[config.mk]
export PLATFORM = sky130hd
export DESIGN_NAME = arc4_encrypt_flat
export DESIGN_NICKNAME = d
export VERILOG_FILES = /design/src/rtl/arc4_pkg.sv /design/src/rtl/arc4_encrypt_if.sv /design/src/rtl/s_mem.sv /design/src/rtl/arc4_encrypt.sv /design/src/flat_wrapper.sv
export SDC_FILE = /design/constraint.sdc
export NUM_CORES = 2
export LEC_CHECK = 0
export ABC_CLOCK_PERIOD_IN_PS = 5300
export BUFFER_PORTS_ARGS = -buffer_cell sky130_fd_sc_hd__clkbuf_2
export CORE_MARGIN = 3
export CORE_UTILIZATION = 50
export DETAILED_ROUTE_END_ITERATION = 10
export PLACE_DENSITY = 0.71
export SLEW_MARGIN = 40
export SYNTH_ARGS = -nofsm -noshare
export SYNTH_HDL_FRONTEND = slang
export SYNTH_SLANG_ARGS = --single-unit
[constraint.sdc]
create_clock -name clk -period 5.3 [get_ports clk]
set_clock_uncertainty 0.1 [all_clocks]
set_input_delay 1.06 -clock clk [delete_from_list [all_inputs] [get_ports clk]]
set_output_delay 1.06 -clock clk [all_outputs]
set_load 0.02 [all_outputs]
[src/rtl/arc4_pkg.sv]
// Shared types, constants and helpers for the ARC4 encryptor.
package arc4_pkg;

  localparam int unsigned KEYLEN = 3;
  localparam int unsigned BYTE_W = 8;
  localparam int unsigned KEY_W  = BYTE_W * KEYLEN;
  localparam int unsigned CNT_W  = 9;

  localparam logic [BYTE_W-1:0] ASCII_MIN = 8'h20;
  localparam logic [BYTE_W-1:0] ASCII_MAX = 8'h7E;

  typedef enum logic [3:0] {
    IDLE,
    RDLEN,
    WRLEN,
    INIT,
    KSA_RDI,
    KSA_RDJ,
    KSA_WRI,
    KSA_WRJ,
    PRGA_RDI,
    PRGA_RDJ,
    PRGA_WRI,
    PRGA_WRJ,
    PRGA_RDP,
    PRGA_XOR,
    DONE
  } state_e;

  // Key byte idx, most significant byte first.
  function automatic logic [BYTE_W-1:0] keybyte(input logic [KEY_W-1:0] key,
                                                input logic [1:0]       idx);
    logic [BYTE_W-1:0] b;
    b = key[KEY_W-1 -: BYTE_W];
    for (int unsigned n = 0; n < KEYLEN; n++) begin
      if (idx == 2'(n)) b = key[KEY_W-1-BYTE_W*n -: BYTE_W];
    end
    return b;
  endfunction

  // True when the byte can be recovered by the cracker.
  function automatic logic is_printable(input logic [BYTE_W-1:0] b);
    return (b >= ASCII_MIN) && (b <= ASCII_MAX);
  endfunction

endpackage

[src/rtl/arc4_encrypt_if.sv]
// Handshake, plaintext-read and ciphertext-write bus of the ARC4 encryptor.
interface arc4_encrypt_if;
  import arc4_pkg::*;

  logic              en;
  logic              rdy;
  logic [KEY_W-1:0]  key;
  logic [BYTE_W-1:0] pt_addr;
  logic [BYTE_W-1:0] pt_rddata;
  logic [BYTE_W-1:0] ct_addr;
  logic [BYTE_W-1:0] ct_wrdata;
  logic              ct_wren;
  logic              bad_char;

  modport master (
    output en, key, pt_rddata,
    input  rdy, pt_addr, ct_addr, ct_wrdata, ct_wren, bad_char
  );

  modport slave (
    input  en, key, pt_rddata,
    output rdy, pt_addr, ct_addr, ct_wrdata, ct_wren, bad_char
  );

endinterface

[src/rtl/s_mem.sv]
// 256x8 single-port RAM holding the ARC4 S-box; synchronous read, 1-cycle latency.
module s_mem (
  input  logic       clk,
  input  logic [7:0] addr,
  input  logic [7:0] wrdata,
  input  logic       wren,
  output logic [7:0] rddata
);

  logic [7:0] mem [256];

  // Write port and registered read port.
  always_ff @(posedge clk) begin
    if (wren) mem[addr] <= wrdata;
    rddata <= mem[addr];
  end

endmodule

[src/rtl/arc4_encrypt.sv]
// ARC4 encryptor: reads a length-prefixed plaintext, writes the length-prefixed ciphertext.
module arc4_encrypt
  import arc4_pkg::*;
(
  input logic           clk,
  input logic           rst_n,
  arc4_encrypt_if.slave io
);

  state_e              state_q, state_d;
  logic [KEY_W-1:0]    key_q, key_d;
  logic [BYTE_W-1:0]   len_q, len_d;
  logic [BYTE_W-1:0]   i_q, i_d;
  logic [BYTE_W-1:0]   j_q, j_d;
  logic [BYTE_W-1:0]   si_q, si_d;
  logic [BYTE_W-1:0]   sj_q, sj_d;
  logic [CNT_W-1:0]    cnt_q, cnt_d;
  logic [1:0]          kidx_q, kidx_d;
  logic                rdy_q, rdy_d;
  logic [BYTE_W-1:0]   pt_addr_q, pt_addr_d;
  logic [BYTE_W-1:0]   ct_addr_q, ct_addr_d;
  logic [BYTE_W-1:0]   ct_wrdata_q, ct_wrdata_d;
  logic                ct_wren_q, ct_wren_d;
  logic                bad_q, bad_d;

  logic [BYTE_W-1:0]   s_addr_c, s_wrdata_c, s_rddata, j_next_c;
  logic                s_wren_c;

  s_mem u_s_mem (
    .clk    (clk),
    .addr   (s_addr_c),
    .wrdata (s_wrdata_c),
    .wren   (s_wren_c),
    .rddata (s_rddata)
  );

  // Next-state, S-box port mux and output computation.
  always_comb begin
    state_d     = state_q;
    key_d       = key_q;
    len_d       = len_q;
    i_d         = i_q;
    j_d         = j_q;
    si_d        = si_q;
    sj_d        = sj_q;
    cnt_d       = cnt_q;
    kidx_d      = kidx_q;
    rdy_d       = 1'b0;
    pt_addr_d   = pt_addr_q;
    ct_addr_d   = ct_addr_q;
    ct_wrdata_d = ct_wrdata_q;
    ct_wren_d   = 1'b0;
    bad_d       = bad_q;
    s_addr_c    = i_q;
    s_wrdata_c  = '0;
    s_wren_c    = 1'b0;
    j_next_c    = j_q;

    unique case (state_q)
      IDLE, DONE: begin
        rdy_d = 1'b1;
        if (io.en && rdy_q) begin
          key_d     = io.key;
          bad_d     = 1'b0;
          rdy_d     = 1'b0;
          pt_addr_d = '0;
          state_d   = RDLEN;
        end
      end
      RDLEN: state_d = WRLEN;
      WRLEN: begin
        len_d       = io.pt_rddata;
        ct_addr_d   = '0;
        ct_wrdata_d = io.pt_rddata;
        ct_wren_d   = 1'b1;
        cnt_d       = '0;
        state_d     = (io.pt_rddata == '0) ? DONE : INIT;
      end
      INIT: begin
        s_addr_c   = cnt_q[BYTE_W-1:0];
        s_wrdata_c = cnt_q[BYTE_W-1:0];
        s_wren_c   = 1'b1;
        cnt_d      = cnt_q + 9'd1;
        if (cnt_q == 9'd255) begin
          cnt_d   = '0;
          i_d     = '0;
          j_d     = '0;
          kidx_d  = '0;
          state_d = KSA_RDI;
        end
      end
      KSA_RDI: state_d = KSA_RDJ;
      KSA_RDJ: begin
        si_d     = s_rddata;
        j_next_c = j_q + s_rddata + keybyte(key_q, kidx_q);
        j_d      = j_next_c;
        s_addr_c = j_next_c;
        state_d  = KSA_WRI;
      end
      KSA_WRI: begin
        s_wrdata_c = s_rddata;
        s_wren_c   = 1'b1;
        state_d    = KSA_WRJ;
      end
      KSA_WRJ: begin
        s_addr_c   = j_q;
        s_wrdata_c = si_q;
        s_wren_c   = 1'b1;
        i_d        = i_q + 8'd1;
        kidx_d     = (kidx_q == 2'(KEYLEN - 1)) ? 2'd0 : kidx_q + 2'd1;
        cnt_d      = cnt_q + 9'd1;
        state_d    = KSA_RDI;
        if (cnt_q == 9'd255) begin
          i_d     = '0;
          j_d     = '0;
          cnt_d   = 9'd1;
          state_d = PRGA_RDI;
        end
      end
      PRGA_RDI: begin
        i_d       = i_q + 8'd1;
        s_addr_c  = i_q + 8'd1;
        pt_addr_d = cnt_q[BYTE_W-1:0];
        state_d   = PRGA_RDJ;
      end
      PRGA_RDJ: begin
        si_d     = s_rddata;
        j_next_c = j_q + s_rddata;
        j_d      = j_next_c;
        s_addr_c = j_next_c;
        state_d  = PRGA_WRI;
      end
      PRGA_WRI: begin
        s_wrdata_c = s_rddata;
        s_wren_c   = 1'b1;
        sj_d       = s_rddata;
        state_d    = PRGA_WRJ;
      end
      PRGA_WRJ: begin
        s_addr_c   = j_q;
        s_wrdata_c = si_q;
        s_wren_c   = 1'b1;
        state_d    = PRGA_RDP;
      end
      PRGA_RDP: begin
        s_addr_c = si_q + sj_q;
        state_d  = PRGA_XOR;
      end
      PRGA_XOR: begin
        ct_addr_d   = cnt_q[BYTE_W-1:0];
        ct_wrdata_d = s_rddata ^ io.pt_rddata;
        ct_wren_d   = 1'b1;
        if (!is_printable(io.pt_rddata)) bad_d = 1'b1;
        cnt_d       = cnt_q + 9'd1;
        state_d     = (cnt_q == {1'b0, len_q}) ? DONE : PRGA_RDI;
      end
      default: state_d = IDLE;
    endcase
  end

  // State and output registers.
  always_ff @(posedge clk or negedge rst_n) begin
    if (!rst_n) begin
      state_q     <= IDLE;
      key_q       <= '0;
      len_q       <= '0;
      i_q         <= '0;
      j_q         <= '0;
      si_q        <= '0;
      sj_q        <= '0;
      cnt_q       <= '0;
      kidx_q      <= '0;
      rdy_q       <= 1'b0;
      pt_addr_q   <= '0;
      ct_addr_q   <= '0;
      ct_wrdata_q <= '0;
      ct_wren_q   <= 1'b0;
      bad_q       <= 1'b0;
    end else begin
      state_q     <= state_d;
      key_q       <= key_d;
      len_q       <= len_d;
      i_q         <= i_d;
      j_q         <= j_d;
      si_q        <= si_d;
      sj_q        <= sj_d;
      cnt_q       <= cnt_d;
      kidx_q      <= kidx_d;
      rdy_q       <= rdy_d;
      pt_addr_q   <= pt_addr_d;
      ct_addr_q   <= ct_addr_d;
      ct_wrdata_q <= ct_wrdata_d;
      ct_wren_q   <= ct_wren_d;
      bad_q       <= bad_d;
    end
  end

  assign io.rdy       = rdy_q;
  assign io.pt_addr   = pt_addr_q;
  assign io.ct_addr   = ct_addr_q;
  assign io.ct_wrdata = ct_wrdata_q;
  assign io.ct_wren   = ct_wren_q;
  assign io.bad_char  = bad_q;

endmodule
[src/flat_wrapper.sv]
// flat-port wrapper written by rule: the top's interface ports become plain ports
module arc4_encrypt_flat import arc4_pkg::*;
  (clk, rst_n, io_en, io_key, io_pt_rddata, io_rdy, io_pt_addr, io_ct_addr, io_ct_wrdata, io_ct_wren, io_bad_char);
  arc4_encrypt_if io_i ();
  input logic clk;
  input logic rst_n;
  input wire logic [$bits(io_i.en)-1:0] io_en;
  input wire logic [$bits(io_i.key)-1:0] io_key;
  input wire logic [$bits(io_i.pt_rddata)-1:0] io_pt_rddata;
  output wire logic [$bits(io_i.rdy)-1:0] io_rdy;
  output wire logic [$bits(io_i.pt_addr)-1:0] io_pt_addr;
  output wire logic [$bits(io_i.ct_addr)-1:0] io_ct_addr;
  output wire logic [$bits(io_i.ct_wrdata)-1:0] io_ct_wrdata;
  output wire logic [$bits(io_i.ct_wren)-1:0] io_ct_wren;
  output wire logic [$bits(io_i.bad_char)-1:0] io_bad_char;
  assign io_i.en = io_en;
  assign io_i.key = io_key;
  assign io_i.pt_rddata = io_pt_rddata;
  assign io_rdy = io_i.rdy;
  assign io_pt_addr = io_i.pt_addr;
  assign io_ct_addr = io_i.ct_addr;
  assign io_ct_wrdata = io_i.ct_wrdata;
  assign io_ct_wren = io_i.ct_wren;
  assign io_bad_char = io_i.bad_char;
  arc4_encrypt u_core (.clk(clk), .rst_n(rst_n), .io(io_i));
endmodule
# Word level (Yosys, flattened, before mapping)
# Memory sizes are Yosys's and may differ from the RTL's. A register that Yosys moved wholly into a read port is not among the register bits.
# Index checks and enable logic that the tools add are counted.
[op_classes] n_addsub=6 magnitude_cmp=2 eq_ne=22 mux=34 n_bitwise=1 reduce_logical=25
[op_table] cell="$pmux 8 s3" count=3
[op_table] cell="$pmux 4 s14" count=1
[op_table] cell="$mux 8" count=6
[op_table] cell="$pmux 8 s2" count=3
[op_table] cell="$pmux 8 s6" count=1
[op_table] cell="$pmux 9 s4" count=1
[op_table] cell="$eq 4x4->1 const B" count=7
[op_table] cell="$add 8x8->8" count=3
[op_table] cell="$mux 9" count=2
[op_table] cell="$eq 4x3->1 const B" count=4
[op_table] cell="$mux 4" count=4
[op_table] cell="$reduce_and 2->1" count=6
[op_table] cell="$reduce_or 2->1" count=6
[op_table] cell="$add 9x1->9 const B" count=1
[op_table] cell="$eq 9x8->1" count=1
[op_table] cell="$eq 9x8->1 const B" count=1
[op_table] cell="$add 8x1->8 const B" count=1
[op_table] cell="$eq 4x2->1 const B" count=2
[op_table] cell="$ge 8x6->1 const B" count=1
[op_table] cell="$le 8x7->1 const B" count=1
[op_table] cell="$logic_not 8->1" count=1
[op_table] cell="$mux 1" count=8
[op_table] cell="$reduce_bool 2->1" count=4
[op_table] cell="$xor 8x8->8" count=1
[op_table] cell="16 further kinds" count=21
[totals] register_bits=106 ram_bits=2048 input_bits=35 output_inout_bits=27 word_cells=106 mem_count=1
[mem_list] name="u_core.u_s_mem.mem" depth=256 word_bits=8 read_ports=1 rd_ports_with_merged_regs=1 wr=1 line_no="s_mem.sv:10" text="logic [7:0] mem [256];"

# Depth between registers and ports, before layout
[depth] ltp_word=6 depth_mapped=22

# Cells and area by module
# A second synthesis with hierarchy kept.
[hier_totals] hier_cells=4219 area_unflattened_um2=84984.0
[modules_own_cells] mod="s_mem" n_inst=1 cells_per_inst=3547 area_each_um2=78492.8 seq_area_each_um2=61659.1
[modules_own_cells] mod="arc4_encrypt" n_inst=1 cells_per_inst=672 area_each_um2=6491.2 seq_area_each_um2=2652.5

# Worst setup path before layout
# Ideal clock, no wire load.
[synth_path] path_type="register to register" startpoint="reg u_core.state_q[1]" endpoint="mem u_core.u_s_mem.mem[0][2] (data pin)" setup_ns=0.822 arrival_time_ns=4.582 setup_slack_ns=-0.204 stages_incl_launch_ff=8 n_path_buf=3 cell_sequence="dfrtp_1 > buf_2 > buf_4 > clkbuf_1 > nand2_1 > nor2_1 > a22oi_1 > nand2_1"
[synth_via] elab_chain_cells=3 word_cells_on_any_way=8 cone_classes="eq/ne: 5; mux: 1; reduce/logical: 2"
[synth_rtl] item="start: declaration" line_no="arc4_encrypt.sv:10" text="state_e state_q, state_d;"
[synth_rtl] item="start signal: assignment" line_no="arc4_encrypt.sv:180" text="state_q <= state_d;"
[synth_rtl] item="$eq 4x4->1 / $eq 4x3->1 (equally long branches)" line_no="arc4_encrypt.sv:59" text="unique case (state_q)"
[synth_rtl] item="$reduce_or 2->1 (no source line)"
[synth_rtl] item="$pmux 8 s3 (*)" line_no="arc4_encrypt.sv:59"
[synth_rtl] item="net u_core.s_wrdata_c[2]" line_no="arc4_encrypt.sv:26" text="logic [BYTE_W-1:0] s_addr_c, s_wrdata_c, s_rddata, j_next_c;"
[synth_rtl] item="end: declaration" line_no="s_mem.sv:10"
# Mark *: on every way through the listed nets, which the timed path passes. The rest lies on a longest branch.

# Final worst setup path
[layout_path] startpoint="reg u_core.j_q[0]" endpoint="reg u_core.u_s_mem.rddata[2] (read register of u_core.u_s_mem.mem)"
[layout_via] elab_chain_cells=3
[layout_rtl] item="start: declaration" line_no="arc4_encrypt.sv:14" text="logic [BYTE_W-1:0] j_q, j_d;"
[layout_rtl] item="start signal: assignment" line_no="arc4_encrypt.sv:184" text="j_q <= j_d;"
[layout_rtl] item="$add 8x8->8" line_no="arc4_encrypt.sv:95, arc4_encrypt.sv:128"
[layout_rtl] item="$add 8x8->8" line_no="arc4_encrypt.sv:95" text="j_next_c = j_q + s_rddata + keybyte(key_q, kidx_q);"
[layout_rtl] item="$pmux 8 s6 (*)" line_no="arc4_encrypt.sv:59"
[layout_rtl] item="end: declaration" line_no="s_mem.sv:7" text="output logic [7:0] rddata"
# Every way passes the cells marked *; elsewhere a longest branch is shown, timed or not.
# A chain may end at the register's enable or synchronous reset.

==> summary.md <==
| Metric | Value |
|---|---|
| Clock root cell | clkbuf_16 |
| CTS buffer count | 208 |
| Gr ovfl total | 0 |
| Multiplexer share of the synthesized area | 3.11% |
| Clk_lat worst skew | 860 ps |
| #FFs+latches synth | 2162 |
| Global-route wire length before repair | 368000 um |
| Status | finished clean |
| Cts-stage hold buffer count | 0 |
| Critical path class | flip-flop to flip-flop |
| FFs w/ async S/R, synth | 4.90% |
| CTS H-tree depth | 4 |
| Fin. Hold Viols | 0 |
| Core area | 175000 um^2 |
| Syn-to-layout area delta | 15.0% |
| Yosys Warn Count | 0 |
| Worst Path Arrival | 5950 ps |
| Fmax | 190 MHz |
| Sequential-to-total area share from yosys stat | 73.0% |
| Fin cells | 9289 |
| Simple-Gate Fraction of Synth Area | 12.4% |
| Critical-path cell list | ha_1, fa_1, a211o_1, o21ai_0, xor2_1, inv_1, ha_1, buf_4, a21oi_1, xor2_1, o2bb2ai_1, nor2_4, buf_4, nor3_2, buf_4, nand4_1, a21boi_0, a211oi_1, nand3_1 |
| Total GRT Usage | 27.2% |
| R2R setup slack | 30 ps |
| Clk buf depth | 3 |
| Dominant cell type by area after synthesis | edfxtp_1 |
| Startpoint Class | flip-flop |
| Post-Synthesis Cell Area | 88100 um^2 |
| Post-Synth XOR/XNOR Area | 0.307% |
| Library cells used by synthesis | 79 |
| Number of global-route vias before repair | 55.2k |
| EDFF count, synth | 2048 |
| Max-Cap Viols | 0 |
| Critical path's largest stage delay | 620 ps |
| Worst-path clk slew | 70 ps |
| Layout cells sized above 1 | 15.6% |
| Slowest CP cell | a21boi_0 |
| Leading cell type in the layout, fill and taps excluded | edfxtp_1 |
| Initial antenna violation count | 1 |
| Pin slew with the least headroom to its limit | 1250 ps |
| # IOs | 62 |
| Slew headroom | 16.5% |
| Routability Congestion | 0.957 |
| DPL Wire Length | 156000 um |
| Synth top area share | 69.8% |
| CP max FO | 22 |
| Worst r2r dst | u_core.u_s_mem.rddata[2] |
| Pin count of the biggest net entering global routing | 142 |
| Class of the worst hold path | input pin to async pin |
| Via density | 6.23 |
| CTS tree | yes |
| Reg-to-Reg Start | u_core.j_q[0] |
| Mapped Nets | 6530 |
| Per-cell routed wire length | 27.0 um |
| DIE WIDTH | 426 um |
| Final ANT Viol Nets | 0 |
| Die extent in y | 426 um |
| DRC | 0 |
| Final worst path period need | 5270 ps |
| Largest family of logic cells by synthesized area | simple AND/OR/NAND/NOR gates |
| Final Cycle Share | 99.5% |
| Final setup violation count | 0 |
| Initial Util | 50.5% |
| Largest delay contributor family on the critical path | compound AO/OA/AOI/OAI gates |
| Slew Limit Fails | 0 |
| DRT Pass-1 Iters | 6 |
| Initial DRC count | 7814 |
| CP bufs+invs | 4 |
| Site Rows | 153 |
| Buffers on Ports | 61 |
| Vias | 57.9k |
| Post-synthesis area per instance | 13.6 um^2 |
| CP endpoint kind | flip-flop |
| RSZ-0062 raised after global routing | true |
| Nets | 6852 |
| Largest cells by area after synthesis | edfxtp_1 70%, nand2_1 6.4%, dfrtp_1 3.0% |
| Synth Area in Compound Gates | 8.42% |
| Mapped Cells | 6467 |
| Worst EP required | 5980 ps |
| Post-Synth Adder-Cell Area | 0.423% |
| Cell repeated most along the worst path | buf_4 |
| DIE AREA | 181000 um^2 |
| Dpl cells | 8893 |
| Clk sinks | 2162 |
| Routed wire length | 250000 um |
| Most frequent cells in the layout | 2048 x edfxtp_1, 1488 x nand2_1, 421 x buf_4, 308 x nand3_1, 278 x nor2_1 |
| Ys flop type | edfxtp_1 |
| Worst Reg-to-Reg Cells | 19 |
==> synthesized netlist by cell type, types with 17 or more instances <==
cell type and instances:
nor3_1 21, mux2i_1 220, clkbuf_1 205, buf_4 24, edfxtp_1 2048, o21ai_0 75
buf_1 41, a211oi_1 149, a311oi_1 103, xnor2_1 17, a32o_1 91, mux2_2 48
a21oi_1 67, ha_1 25, a32oi_1 77, nand2_1 1496, a22o_1 18, nor4_1 34
nor2_1 361, inv_1 22, a221oi_1 60, dfrtp_1 106, nand3_1 310, and3_1 219
buf_2 183, a22oi_1 35, nand4_1 58, a31oi_1 122
==> cell type report <==
| cell class | count | area, um^2 |
|---|---|---|
| inverters | 23 | 156 |
| multi-input cells | 3829 | 22300 |
| fillers | 13400 | 73200 |
| well taps | 2325 | 2910 |
| clock inverters | 124 | 1150 |
| flip-flops and latches | 2162 | 64300 |
| repair buffers | 565 | 5080 |
| diodes | 2 | 5.00 |
| clock buffers | 259 | 5500 |
==> flip-flops by register name (all words and copies together), names as in the netlist, 2 cells and up <==
signal                 flops
u_core.u_s_mem.mem      2048
u_core.key_q              24
u_core.cnt_q               9
u_core.i_q                 8
u_core.io.ct_addr          8
u_core.io.ct_wrdata        8
u_core.io.pt_addr          8
u_core.j_q                 8
u_core.len_q               8
u_core.si_q                8
u_core.sj_q                8
u_core.u_s_mem.rddata      8
u_core.state_q             4
u_core.kidx_q              2
==> layer usage <==
layer	wire, um	global-route usage [%]	up-vias
met4	10200	11.0	0
met5	0	0	-
met2	117000	42.6	3347
met3	25900	5.24	543
li1	-	-	25200
met1	97400	37.8	28800
==> timing repair <==
action	4_1_cts	5_1_grt
gates resized for setup	15	104
pin swaps	1	3
endpoints found under the setup margin	8	737
endpoints found under the hold margin	0	0
cloned	0	1
setup buffers	2	6
==> worst register-to-register path: stages (launching register included) <==
cell and delay [ps]:
dfrtp_1 400, ha_1 220, fa_1 410, a211o_1 320, o21ai_0 100, xor2_1 240, inv_1 70, ha_1 310
buf_4 150, a21oi_1 180, xor2_1 160, o2bb2ai_1 440, nor2_4 150, buf_4 190, nor3_2 160, buf_4 400
nand4_1 280, a21boi_0 620, a211oi_1 180, nand3_1 120
==> through the flow <==
| stage | setup TNS, ps | worst slack [ps] | utilization (%) | area, um^2 | hold slack, ps |
|---|---|---|---|---|---|
| floorplan | 0 | 114 | - | 88100 | 373 |
| global placement | -1730 | -349 | 53.9 | 94100 | 387 |
| detailed placement | -1850 | -346 | 53.9 | 94200 | 390 |
| CTS | 0 | 0.297 | 57.8 | 101000 | 121 |
| global route | -6100 | -102 | 58.1 | 101000 | 183 |
| finish | 0 | 28.9 | 58.1 | 101000 | 151 |
==> logic make-up (layout without fill, tap and decap cells) <==
group | Yosys count | count (layout)
adders and majority gates | 28 | 28
AOI/OAI and AO/OA | 960 | 960
xor gates and xnor gates | 30 | 30
other | 0 | 2
and+or+nand+nor | 2542 | 2543
buffers and inverters | 477 | 971
DFF | 2162 | 2162
muxes | 268 | 268
==> how the worst max path moves through the flow <==
stage / from / endpoint / slack (ps) / cells past startpoint
2_1_floorplan: u_core.state_q[1] / u_core.u_s_mem.mem[0][0] / 110 / 7
3_3_place_gp: u_core.j_q[0] / u_core.u_s_mem.rddata[1] / -350 / 21
3_5_place_dp: u_core.j_q[0] / u_core.u_s_mem.rddata[1] / -350 / 18
4_1_cts: u_core.j_q[0] / u_core.u_s_mem.mem[133][6] / 0.3 / 18
5_1_grt: u_core.j_q[0] / u_core.u_s_mem.mem[165][5] / -100 / 18
6_report: u_core.j_q[0] / u_core.u_s_mem.rddata[2] / 30 / 19
Power is not shown: default switching activity piles up to over one toggle a cycle in this logic, so the estimate is an artifact.
